`config.mk`:
```
export PLATFORM = sky130hd
export DESIGN_NAME = interrupt_sequencer
export DESIGN_NICKNAME = d
export VERILOG_FILES = /design/src/rtl/interrupt_sequencer.sv
export SDC_FILE = /design/constraint.sdc
export NUM_CORES = 1
export LEC_CHECK = 0
export ABC_AREA = 0
export BUFFER_PORTS_ARGS = -buffer_cell sky130_fd_sc_hd__buf_2
export CELL_PAD_IN_SITES_DETAIL_PLACEMENT = 2
export CELL_PAD_IN_SITES_GLOBAL_PLACEMENT = 2
export CORE_MARGIN = 2
export CORE_UTILIZATION = 32
export CTS_CLUSTER_SIZE = 20
export DETAILED_ROUTE_END_ITERATION = 7
export PLACE_DENSITY_LB_ADDON = 0.1
export SLEW_MARGIN = 20
export SYNTH_ARGS = -nofsm -noshare
export SYNTH_HDL_FRONTEND = slang
export SYNTH_SLANG_ARGS = --single-unit
```
`constraint.sdc`:
```
create_clock -name clk -period 3.8 [get_ports clk]
set_input_delay 0.19 -clock clk [delete_from_list [all_inputs] [get_ports clk]]
set_output_delay 0.19 -clock clk [all_outputs]
set_load 0.01 [all_outputs]
```
`src/rtl/interrupt_sequencer.sv`:
```
// interrupt_sequencer
//   8086-mode interrupt acknowledge sequencer for an 8259A-compatible PIC.
//   Resolves fully nested fixed priority (IR0 highest) against the ISR,
//   raises INT, runs the two-pulse INTA handshake and maintains the ISR.
//
// Ports
//   clk          system clock, rising edge
//   rst_n        asynchronous active-low reset
//   irr[7:0]     interrupt request register contents
//   imr[7:0]     interrupt mask register (1 = masked)
//   inta         one-cycle strobe per INTA bus pulse (already synchronized)
//   eoi          non-specific EOI strobe
//   seoi         specific EOI strobe
//   eoi_level    IR level cleared by seoi
//   aeoi         automatic-EOI mode enable
//   vector_base  T7..T3 of the vector byte
//   int_req      registered INT to the CPU
//   irr_clr      one-cycle one-hot clear of the acknowledged IRR bit
//   isr[7:0]     in-service register
//   vector       vector byte {vector_base, id}, held between strobes
//   vector_valid one-cycle strobe marking vector valid
module interrupt_sequencer #(
  parameter logic [2:0] SPURIOUS_ID = 3'd7
) (
  input  logic       clk,
  input  logic       rst_n,
  input  logic [7:0] irr,
  input  logic [7:0] imr,
  input  logic       inta,
  input  logic       eoi,
  input  logic       seoi,
  input  logic [2:0] eoi_level,
  input  logic       aeoi,
  input  logic [4:0] vector_base,
  output logic       int_req,
  output logic [7:0] irr_clr,
  output logic [7:0] isr,
  output logic [7:0] vector,
  output logic       vector_valid
);

  typedef enum logic {IDLE, ACK2} state_t;

  // Index of the lowest set bit (highest priority); 8 when nothing is set.
  function automatic logic [3:0] lowest_set(input logic [7:0] v);
    logic [3:0] r;
    r = 4'd8;
    for (int i = 7; i >= 0; i--) begin
      if (v[i]) r = 4'(i);
    end
    return r;
  endfunction

  state_t     state;
  logic [2:0] id;
  logic       spurious;

  logic [7:0] pend;
  logic [3:0] p_hi;
  logic [3:0] s_hi;
  logic       qualifies;
  logic [7:0] set_mask;
  logic [7:0] clr_mask;
  logic [7:0] isr_nxt;

  always_comb begin
    pend      = irr & ~imr;
    p_hi      = lowest_set(pend);
    s_hi      = lowest_set(isr);
    // p_hi is 8 when pend is empty, so the compare alone covers pend != 0.
    qualifies = (p_hi < s_hi);

    set_mask = 8'h00;
    if (state == IDLE && inta && qualifies) set_mask = 8'b1 << p_hi[2:0];

    // All clears are computed from the pre-update isr; a set on the same
    // edge overrides any clear of the same bit.
    clr_mask = 8'h00;
    if (eoi && !s_hi[3]) clr_mask = clr_mask | (8'b1 << s_hi[2:0]);
    if (seoi)            clr_mask = clr_mask | (8'b1 << eoi_level);
    if (state == ACK2 && inta && aeoi && !spurious)
      clr_mask = clr_mask | (8'b1 << id);

    isr_nxt = (isr & ~clr_mask) | set_mask;
  end

  always_ff @(posedge clk or negedge rst_n) begin
    if (!rst_n) begin
      state        <= IDLE;
      int_req      <= 1'b0;
      irr_clr      <= 8'h00;
      isr          <= 8'h00;
      vector       <= 8'h00;
      vector_valid <= 1'b0;
      id           <= 3'd0;
      spurious     <= 1'b0;
    end else begin
      irr_clr      <= 8'h00;
      vector_valid <= 1'b0;
      isr          <= isr_nxt;
      case (state)
        IDLE: begin
          if (inta) begin
            if (qualifies) begin
              id       <= p_hi[2:0];
              spurious <= 1'b0;
              irr_clr  <= set_mask;
            end else begin
              id       <= SPURIOUS_ID;
              spurious <= 1'b1;
            end
            int_req <= 1'b0;
            state   <= ACK2;
          end else begin
            int_req <= qualifies;
          end
        end
        ACK2: begin
          // INT stays low and irr/imr are ignored until the second pulse.
          int_req <= 1'b0;
          if (inta) begin
            vector       <= {vector_base, id};
            vector_valid <= 1'b1;
            state        <= IDLE;
          end
        end
        default: state <= IDLE;
      endcase
    end
  end

endmodule

```
## Word level (Yosys, flattened, before mapping)

Index checks and enable logic that the tools add are counted.

| cells by class | value |
|---|---|
| $lt $le $gt $ge | 1 |
| shift-type cells | 4 |
| muxes and demuxes | 31 |
| bitwise operators | 8 |
| reduce and logical (&&, ||, !) cells | 10 |

Operator list:

| cell | count |
|---|---|
| two-way mux 4 bit | 16 |
| two-way mux 8 bit | 7 |
| << shifter 1 x 3 -> 8 bit, first input constant | 4 |
| OR 8 bit | 3 |
| AND 8 bit | 2 |
| inverter 8 bit | 2 |
| logical AND 1 bit | 6 |
| two-way mux 1 bit | 5 |
| less-than comparator 4 bit | 1 |
| case mux 1 bit (2 select lines) | 2 |
| AND reduction 2 bit | 2 |
| two-way mux 3 bit | 1 |
| logical NOT 1 bit | 2 |
| inverter 1 bit | 1 |

| storage, ports and cells | value |
|---|---|
| register bits | 31 |
| output and inout bits | 26 |
| logic and storage cells | 62 |

## Longest topological paths before layout

Gate-level depths: netlist of run 1.

| logic depth | value |
|---|---|
| word-level depth | 18 |
| depth in mapped cells | 12 |
| mapped depth without buffers | 11 |

## Worst setup path before layout of run 1

No wires, ideal clock.

| path | value |
|---|---|
| path kind | register to register |
| start | register isr[0] |
| end | register spurious |
| setup time | 125 ps |
| arrival time | 2,509 ps |
| setup slack | 1,166 ps |
| cell stages (with the launch flop) | 9 |
| cells stage by stage | dfrtp_1 nor4_1 nand3_1 ha_1 a2111oi_0 o21ai_0 o21a_1 buf_2 mux2_2 |

| on the way | value |
|---|---|
| longest elaborated chain between the ends | 3 |

Ends and longest elaborated chain:

| what | RTL line | text |
|---|---|---|
| start: declaration | 37 | `output logic [7:0] isr,` |
| start signal: assignment | 100 | `isr <= isr_nxt;` |
| two-way mux 4 bit | 49 | `if (v[i]) r = 4'(i);` |
| less-than comparator 4 bit | 71 | `qualifies = (p_hi < s_hi);` |
| two-way mux 1 bit | 104 | `if (qualifies) begin` |
| end signal: assignment | 96 | `spurious <= 1'b0;` |
| end signal: assignment | 106 | `spurious <= 1'b0;` |
| end signal: assignment | 110 | `spurious <= 1'b1;` |
| end: declaration | 56 | `logic spurious;` |

No other way between the ends.
A chain may end at the register's enable or synchronous reset.

## Worst setup path in the final report of run 1

| path | value |
|---|---|
| start | register isr[0] |
| end | register isr[7] |

| on the way | value |
|---|---|
| longest elaborated chain between the ends | 11 |
| elaborated cells on any way between the ends | 15 |
| those cells by class | 1 x order compare; 1 x shift; 5 x mux; 5 x bitwise; 3 x reduce/logical |

Ends and longest elaborated chain:

| what | RTL line | text |
|---|---|---|
| two-way mux 4 bit * | 49 |  |
| logical NOT 1 bit | 79 | `if (eoi && !s_hi[3]) clr_mask = clr_mask \| (8'b1 << s_hi[2:0]);` |
| logical AND 1 bit | 79 |  |
| two-way mux 8 bit | 79 |  |
| OR 8 bit | 80 | `if (seoi) clr_mask = clr_mask \| (8'b1 << eoi_level);` |
| two-way mux 8 bit | 80 |  |
| OR 8 bit | 82 | `clr_mask = clr_mask \| (8'b1 << id);` |
| two-way mux 8 bit | 81 | `if (state == ACK2 && inta && aeoi && !spurious)` |
| inverter 8 bit | 84 | `isr_nxt = (isr & ~clr_mask) \| set_mask;` |
| AND 8 bit | 84 |  |
| OR 8 bit * | 84 |  |
| net isr_nxt[7] | 64 | `logic [7:0] isr_nxt;` |

The timed path passes the listed nets; every way through them passes the cells marked *.

==> impl_metrics.toml, run 1 <==
[pwr]
p_leak_nw = 1.009
powerDensity_nw_per_um2 = 744.7
vdd_drop_max_mv = 0.2245

[timing]
tns_ns = 0
slew_viol_final = 0
fin_crit_ns = 3.160
slew_headroom = 0.5379
finalCritPeriodShare = 0.8315
fmaxAchievable_mhz = 316.5
rsz0062_at_grt = "no"
hold_viol_final = 0
setup_viol = 0
clock_skew_ns = 0.006108
worst_pin_slew_ns = 0.6932
holdWs_ns = 0.1276
finalWorstSetupSlack_ns = 0.6404

[route]
avgRoutedWirePerCell_um = 17.87
drc = 0
vias = 1532
drtIter0Drc = 53
wirelength_mm = 5.219
avgViaCountPerCell = 5.247
final_antenna_net_count = 0
first_pass_iters = 4

[clock_network]
clkSinkCount = 31
ctsLongestPathBuffers = 2
cts_root_buffer = "clkbuf_8"
clock_latency_ns = 0.29
ctsResizeCount = 0
hold_buffers = 1
cts_tree = "yes"
path_clk_slew_ns = 0.07
cts_setup_buffers = 0
cts_buffers = 5
htreeDepth = 2

[floorplanning]
start_util = 0.3296
die_w_um = 76.30
die_height_um = 76.30
coreArea_um2 = 5075
row_count = 26
ioPinCount = 56
dieArea_um2 = 5822

[finish]
layout.cells.non_filler = 292
nNetsFinal = 256
area_growth_pct = 28.57
regArea_um2 = 775.7
fill_cells = 588
post-route-util = 0.4238
antenna_cells = 0
multiInputGateArea_um2 = 865.8
drive_above_1_share = 0.3874

[worst_setup_path]
startpoint_type = "flop"
reg2reg_depth = 7
cp-end-kind = "flop"
critPathKind = "flop to flop"
cp.arrival_ns = 3.34
reg2reg_setup_slack_ns = 0.64
worstPathRequired_ns = 3.98
path_max_fanout = 12

[global_routing]
grt.overflow.total = 0
grt_pass1_wl_mm = 8.742
grt_max_degree = 32
grt.total_usage = 0.1922
grt_pass1_vias = 1704
antenna_found_initial = 0

[synthesis]
synth.most_common_cell = "dfrtp_1"
ys_seq_area_frac = 0.4637
synth_edf_count = 0
ys.flop_type = "dfrtp_1"
syn_area_per_cell_um2 = 10.39
synthArstFlopShare = 1.000
yosys-top-cells-area = "dfrtp_1 (46%), mux2_2 (6.1%), nand2b_1 (4.1%), ha_1 (3.7%), nor3_1 (3.0%)"
syn_area_um2 = 1673
mappedNetlistNets = 196
ys_ff_latch = 31
synth.largest_area_cell = "dfrtp_1"
synthCells = 161
ys_top_cells_by_count = "dfrtp_1 (31), nand2_1 (12), nand2b_1 (11)"
ys_types = 47
yosysWarnings = 0
yosysTopAreaCellShare = 0.4637

[placement]
dp_slack_ns = 0.7333
placed_cells = 283
portBuffers = 55
place_congestion = 0.8326
dp_hpwl_mm = 4.072

[flow_run]
maxCapViolCount = 0

[worst_hold_path]
hold_class = "primary input to flop"
min_path_cells = 2

[status]
status = "finished clean"
registers in the layout, indices dropped and copies added, names as in the netlist:
name	count
irr_clr	8
isr	8
vector	8
id	3
int_req	1
spurious	1
state	1
vector_valid	1
cells by family (layout without fill, tap and decap cells):
logic type | count (synthesis) | count (layout) | share of synthesized area
DFF | 31 | 31 | 0.4637
AOI/OAI and AO/OA | 34 | 34 | 0.1571
muxes | 9 | 9 | 0.06059
and+or+nand+nor | 74 | 74 | 0.2625
adders and majority gates | 5 | 5 | 0.03740
buffers and inverters | 8 | 69 | 0.01870
per-layer routing:
| metal | GRT usage | part of all wire | up-vias |
|---|---|---|---|
| met5 | 0 | 0 | - |
| met4 | 0.06364 | 0.016 | 0 |
| met3 | 0.04621 | 0.041 | 10 |
| met2 | 0.3345 | 0.52 | 40 |
| met1 | 0.2333 | 0.43 | 764 |
| li1 | - | - | 718 |
worst max-delay path: stages, from the launching register on:
cell,delay (ns)
dfrtp_1,0.46
nor4_1,0.60
nand3_1,0.17
ha_1,0.33
a2111oi_0,0.46
o21ai_0,0.27
o21a_1,0.40
o41ai_1,0.37
path summary, 6_finish.rpt:
kind                                   end            from
worst max-delay path                isr[7]          isr[0]
worst min-delay path             vector[5]  vector_base[2]
worst max register to register      isr[7]          isr[0]
worst min register to register     int_req           state
max in group asynchronous       irr_clr[0]           rst_n
min in group asynchronous           isr[1]           rst_n
placed cells by master (no fill, tap or decap), types with 2 or more instances in the layout:
cell type,count
a21oi_1,5
buf_2,55
clkbuf_8,6
dfrtp_1,31
ha_1,5
inv_1,3
inv_2,2
mux2_2,9
nand2_1,12
nand2b_1,11
nand3_1,4
nand3b_1,3
nand4_1,3
nor2_1,10
nor2b_1,5
nor3_1,10
nor3_2,2
o2111ai_1,3
o21a_1,2
o21ai_0,3
o221ai_1,2
o22a_1,2
o22ai_1,3
o311ai_0,2
o31ai_1,2
o41ai_1,2
or3_1,2
where the power goes:
part	internal (mW)	switching (mW)	total [mW]	leakage, nW
Combinational	0.295	0.427	0.722	0.552
Sequential	0.437	0.103	0.539	0.396
Clock	0.212	0.128	0.340	0.0612
metrics by stage:
| stage | instance area [um2] | power (mW) |
|---|---|---|
| floorplan | 1673 | 1.009 |
| global placement | 2023 | 1.227 |
| detailed placement | 2023 | 1.270 |
| CTS | 2151 | 1.619 |
| global route | 2151 | 1.733 |
| finish | 2151 | 1.602 |
final cells by class:
| cell class | count | share of cell area |
|---|---|---|
| timing repair buffer | 56 | 0.1326 |
| clock inverter | 2 | 0.01629 |
| sequential | 31 | 0.3607 |
| inverter | 5 | 0.008726 |
| multi-input combinational | 122 | 0.4026 |
| tap | 70 | 0.04072 |
| clock buffer | 6 | 0.03839 |
Power figures use the tool's default switching activity.
==> inputs of run 2 (changes only) <==
ABC_AREA = 1   (was 0)
CORE_UTILIZATION = 27   (was 32)
clock period = 3.19 ns   (was 3.8 ns; I/O delays follow)
==> impl_metrics.toml, run 2 <==
[synthesis]
synthArstFlopShare = 1.000
syn_area_per_cell_um2 = 7.787
synth_edf_count = 0
mappedNetlistNets = 254
yosysWarnings = 0
synthAdderAreaFrac = 0.03668
synth_compound_area_frac = 0.04549
ys.flop_type = "dfrtp_1"
synth.most_common_cell = "nand2_1"
synthSimpleGateAreaFrac = 0.3448
ys_seq_area_frac = 0.4549
ys_ff_latch = 31
muxShareOfSynthArea = 0.03302
synthCells = 219
yosys-top-cells-area = "dfrtp_1 (45%), nand2_1 (12%), nand4_1 (9.5%), inv_1 (7.0%), nor2_1 (6.8%)"
syn_area_um2 = 1705
synth_top_family_by_area = "simple AND/OR/NAND/NOR gates"
synth_xor_area_frac = 0
synth.largest_area_cell = "dfrtp_1"
ys_top_cells_by_count = "nand2_1 (55), inv_1 (32), dfrtp_1 (31), nor2_1 (31), nand4_1 (26)"
yosysTopAreaCellShare = 0.4549
ys_types = 21

[timing]
fmaxAchievable_mhz = 447.9
clock_skew_ns = 0.003599
fin_crit_ns = 2.232
setup_viol = 0
finalCritPeriodShare = 0.6998
rsz0062_at_grt = "no"
worst_pin_slew_ns = 0.7065
finalWorstSetupSlack_ns = 0.9576
hold_viol_final = 0
slew_viol_final = 0
slew_headroom = 0.5290
holdWs_ns = 0.08819
tns_ns = 0

[global_routing]
grt.overflow.total = 0
antenna_found_initial = 0
grt_max_degree = 32
grt_pass1_wl_mm = 9.128
grt.total_usage = 0.1627
grt_pass1_vias = 1790

[route]
vias = 1748
wirelength_mm = 5.426
first_pass_iters = 4
drc = 0
drtIter0Drc = 40
final_antenna_net_count = 0
avgRoutedWirePerCell_um = 15.24
avgViaCountPerCell = 4.910

[worst_hold_path]
hold_start = "inta"
hold_class = "primary input to flop"

[worst_setup_path]
cp.arrival_ns = 2.44
cp-end-kind = "flop"
crit_path_start = "isr[6]"
startpoint_type = "flop"
worstPathRequired_ns = 3.39
critPathKind = "flop to flop"
r2r-start = "isr[6]"
path_max_fanout = 13

[placement]
dp_hpwl_mm = 4.318
place_congestion = 0.7903
dp_slack_ns = 0.9245
place_area_um2 = 2064
placed_cells = 347
portBuffers = 55

[floorplanning]
die_w_um = 83.48
row_count = 28
coreArea_um2 = 6026
ioPinCount = 56
dieArea_um2 = 6968
die_height_um = 83.48
start_util = 0.2830

[pwr]
vdd_drop_max_mv = 0.3487
powerDensity_nw_per_um2 = 905.5
p_leak_nw = 1.204

[clock_network]
cts_tree = "yes"
clock_latency_ns = 0.28
clkSinkCount = 31
htreeDepth = 2
cts_root_buffer = "clkbuf_8"
cts_buffers = 5
ctsLongestPathBuffers = 2
path_clk_slew_ns = 0.07

[finish]
top_regs = "irr_clr: 8 flops, isr: 8 flops, vector: 8 flops"
final_area_um2 = 2192
area_growth_pct = 28.54
drive_above_1_share = 0.2598
layout.cells.non_filler = 356
antenna_cells = 0
nNetsFinal = 315
final_cell_mix = "nand2_1 (55), buf_2 (55), inv_1 (32)"

[flow_run]
maxCapViolCount = 0

[status]
status = "finished clean"
==> run 2: cell count changes after synthesis, moves of 4 or more <==
cell	previous run	this run
nand4_1	3	26
mux2_2	9	5
nor3_1	10	6
nand2b_1	11	0
nand2_1	12	55
inv_1	3	32
nor2b_1	5	0
nor2_1	10	31
==> run 2: path summary, 6_finish.rpt <==
| check | end | slack, ns | cells after the start |
|---|---|---|---|
| worst max register to register | irr_clr[7] | 0.96 | 7 |
| worst max-delay path | irr_clr[7] | 0.96 | 7 |
| worst min register to register | vector[4] | 0.50 | 1 |
| worst min-delay path | int_req | 0.09 | 2 |
| min in group asynchronous | int_req | 0.48 | 2 |
| max in group asynchronous | id[0] | 2.27 | 2 |
==> run 2: final cells by class <==
| class | count | area [um2] |
|---|---|---|
| Clock inverter | 2 | 35.03 |
| Sequential cell | 31 | 775.7 |
| Fill cell | 747 | 3834 |
| Tap cell | 75 | 93.84 |
| Inverter | 32 | 120.1 |
| Timing Repair Buffer | 58 | 300.3 |
| Multi-Input combinational cell | 152 | 784.5 |
| Clock buffer | 6 | 82.58 |
==> run 2: where the power goes <==
group / internal (mW) / switching (mW) / leakage (nW)
clock network: 0.252 / 0.143 / 0.0612
registers: 0.527 / 0.127 / 0.397
logic: 0.332 / 0.603 / 0.745
total: 1.11 / 0.874 / 1.20
==> run 2: cell families after synthesis <==
kind of cell | count (synthesis)
adder cells (fa/ha/maj) | 5
multiplexers | 5
buffers and inverters | 36
AO/OA/AOI/OAI | 11
AND/OR/NAND/NOR | 131
flip-flops | 31
==> run 2: metrics by stage <==
step | total power, mW | util
after floorplan | 1.290 | -
after global placement | 1.577 | 0.3426
after detailed placement | 1.605 | 0.3426
after CTS | 2.022 | 0.3638
after global routing | 2.170 | 0.3638
final | 1.985 | 0.3638
==> run 2: worst max-delay path, stage by stage, from the launching register on <==
cell and delay, ns:
dfrtp_1 0.45, nor4_1 0.54, nand2_1 0.15, ha_1 0.32
a21oi_1 0.15, buf_4 0.21, nand4_1 0.18, nor2_1 0.16
==> run 2: timing repair <==
action                    4_1_cts  5_1_grt
gates resized for setup         0        0
setup buffers                   0        0
hold buffers                    1        0
hold endpoints to repair       31        0
==> run 2: routing by layer <==
metal | track usage | vias to the layer above | share of wire
met5 | 0 | - | 0
li1 | - | 842 | -
met4 | 0.03959 | 0 | 0.010
met1 | 0.2175 | 858 | 0.46
met3 | 0.02473 | 7 | 0.038
met2 | 0.2771 | 41 | 0.49
==> inputs of run 3 (changes only) <==
ABC_AREA = 0   (was 1)
CORE_UTILIZATION = 30   (was 27)
clock period = 2.1 ns   (was 3.19 ns; I/O delays follow)
==> impl_metrics.toml, run 3 (synthesis gave the netlist of run 1 again) <==
[status]
status = "finished with violations"
violations = "negative setup slack"

[worst_setup_path]
reg2reg_depth = 8
cp_slowest_cell = "dfrtp_2"
path_max_fanout = 6
critPathKind = "flop to flop"
startpoint_type = "flop"
crit_path_start = "isr[1]"
endpoint = "spurious"
critical-path-max-stage-delay_ns = 0.43
r2r-end = "spurious"
crit_chain = "nor4_4, buf_4, nand2_4, ha_4, a2111oi_4, o21ai_2, o21a_4, mux2_4"
r2r-start = "isr[1]"
worstPathRequired_ns = 2.28
cp.arrival_ns = 2.58
reg2reg_setup_slack_ns = -0.29
cp-end-kind = "flop"

[global_routing]
grt_pass1_vias = 1950
grt_max_degree = 32
grt_pass1_wl_mm = 10.12
antenna_found_initial = 0
grt.overflow.total = 0
grt.total_usage = 0.2199

[placement]
portBuffers = 55
dp_hpwl_mm = 4.460
placed_cells = 308
place_congestion = 0.7865
place_area_um2 = 2216

[finish]
final_common_cell = "buf_2"
nNetsFinal = 291
regArea_um2 = 778.2
fill_cells = 586
final_area_um2 = 2668
area_growth_pct = 59.46
final_cell_mix = "buf_2 (55), buf_4 (31), dfrtp_1 (29)"
multiInputGateArea_um2 = 1129
drive_above_1_share = 0.5837
post-route-util = 0.4905
top_regs = "irr_clr: 8 flops, isr: 8 flops, vector: 8 flops"
layout.cells.non_filler = 329
antenna_cells = 0

[timing]
worst_pin_slew_ns = 0.7278
finalWorstSetupSlack_ns = -0.2940
rsz0062_at_grt = "yes"
fin_crit_ns = 2.394
clock_skew_ns = 0.003784
slew_headroom = 0.5148
fmaxAchievable_mhz = 417.7
holdWs_ns = 0.04003
slew_viol_final = 0
setup_viol = 21
finalCritPeriodShare = 1.140
hold_viol_final = 0

[clock_network]
cts_buffers = 5
clock_latency_ns = 0.29
htreeDepth = 2
cts_root_buffer = "clkbuf_8"
cts_tree = "yes"
path_clk_slew_ns = 0.07
clkSinkCount = 31
ctsLongestPathBuffers = 2

[floorplanning]
die_w_um = 78.68
ioPinCount = 56
die_height_um = 78.68
start_util = 0.3076
row_count = 27
dieArea_um2 = 6190
coreArea_um2 = 5439

[route]
drc = 0
first_pass_iters = 4
final_antenna_net_count = 0
avgRoutedWirePerCell_um = 19.66
vias = 1713
wirelength_mm = 6.469
drtIter0Drc = 65
avgViaCountPerCell = 5.207

[pwr]
vdd_drop_max_mv = 0.5622
p_leak_nw = 1.236
powerDensity_nw_per_um2 = 1534

[worst_hold_path]
hold_start = "inta"
min_path_cells = 2
hold_class = "primary input to flop"

[flow_run]
maxCapViolCount = 0
run 3: cell count changes in the layout (fill, tap and decap cells not counted), moves of 11 or more:
| cell | change |
|---|---|
| nand2_1 | -44 |
| buf_4 | +29 |
| inv_1 | -29 |
| nand4_1 | -23 |
| nor2_1 | -23 |
| nand2b_1 | +11 |
run 3: what timing repair did:
item,in CTS,in global routing
gates resized for setup,33,14
endpoints found under the hold margin,31,0
hold buffers,1,0
gates cloned,1,0
pin swaps,12,8
buffers inserted,9,2
setup endpoints to repair,21,21
run 3: worst min-delay path by stage:
stage	end	slack, ns
6_report	int_req	0.04
2_1_floorplan	id[0]	-0.19
5_1_grt	vector[5]	0.04
3_5_place_dp	isr[5]	0.20
4_1_cts	vector[3]	0.05
3_3_place_gp	isr[5]	0.18
run 3: final cells by class:
| class | instances | share of cell area |
|---|---|---|
| flip-flops and latches | 31 | 0.2917 |
| repair buffers | 90 | 0.2068 |
| clock buffers | 8 | 0.03752 |
| inverters | 5 | 0.007036 |
| multi-input cells | 123 | 0.4231 |
| well taps | 72 | 0.03377 |
run 3: through the flow:
stage | setup TNS [ns] | setup WS [ns] | total power, mW
6_report | -4.574 | -0.2940 | 4.092
3_3_place_gp | -6.818 | -0.4391 | 2.496
5_1_grt | -6.819 | -0.3861 | 4.348
3_5_place_dp | -9.580 | -0.6062 | 2.610
2_1_floorplan | -1.938 | -0.2714 | 1.903
4_1_cts | -3.859 | -0.2551 | 3.844
run 3: worst max-delay path, delay by kind of cell (launching register included):
family          cells  cell delay, ns
compound gates      3            0.81
flops               1            0.43
fa+ha+maj           1            0.16
buf+inv             1            0.19
simple gates        2            0.42
mux                 1            0.27
run 3: per-layer routing:
metal,wire length [um],GRT usage
met1,2600,0.2469
met2,3523,0.4162
met4,94,0.06491
met3,250,0.04253
met5,0,0
run 3: report_power, final:
part | leakage (nW) | internal (mW) | switching (mW)
combinational | 0.792 | 1.25 | 1.33
sequential | 0.393 | 0.792 | 0.171
clock | 0.0515 | 0.299 | 0.241
total | 1.24 | 2.34 | 1.75
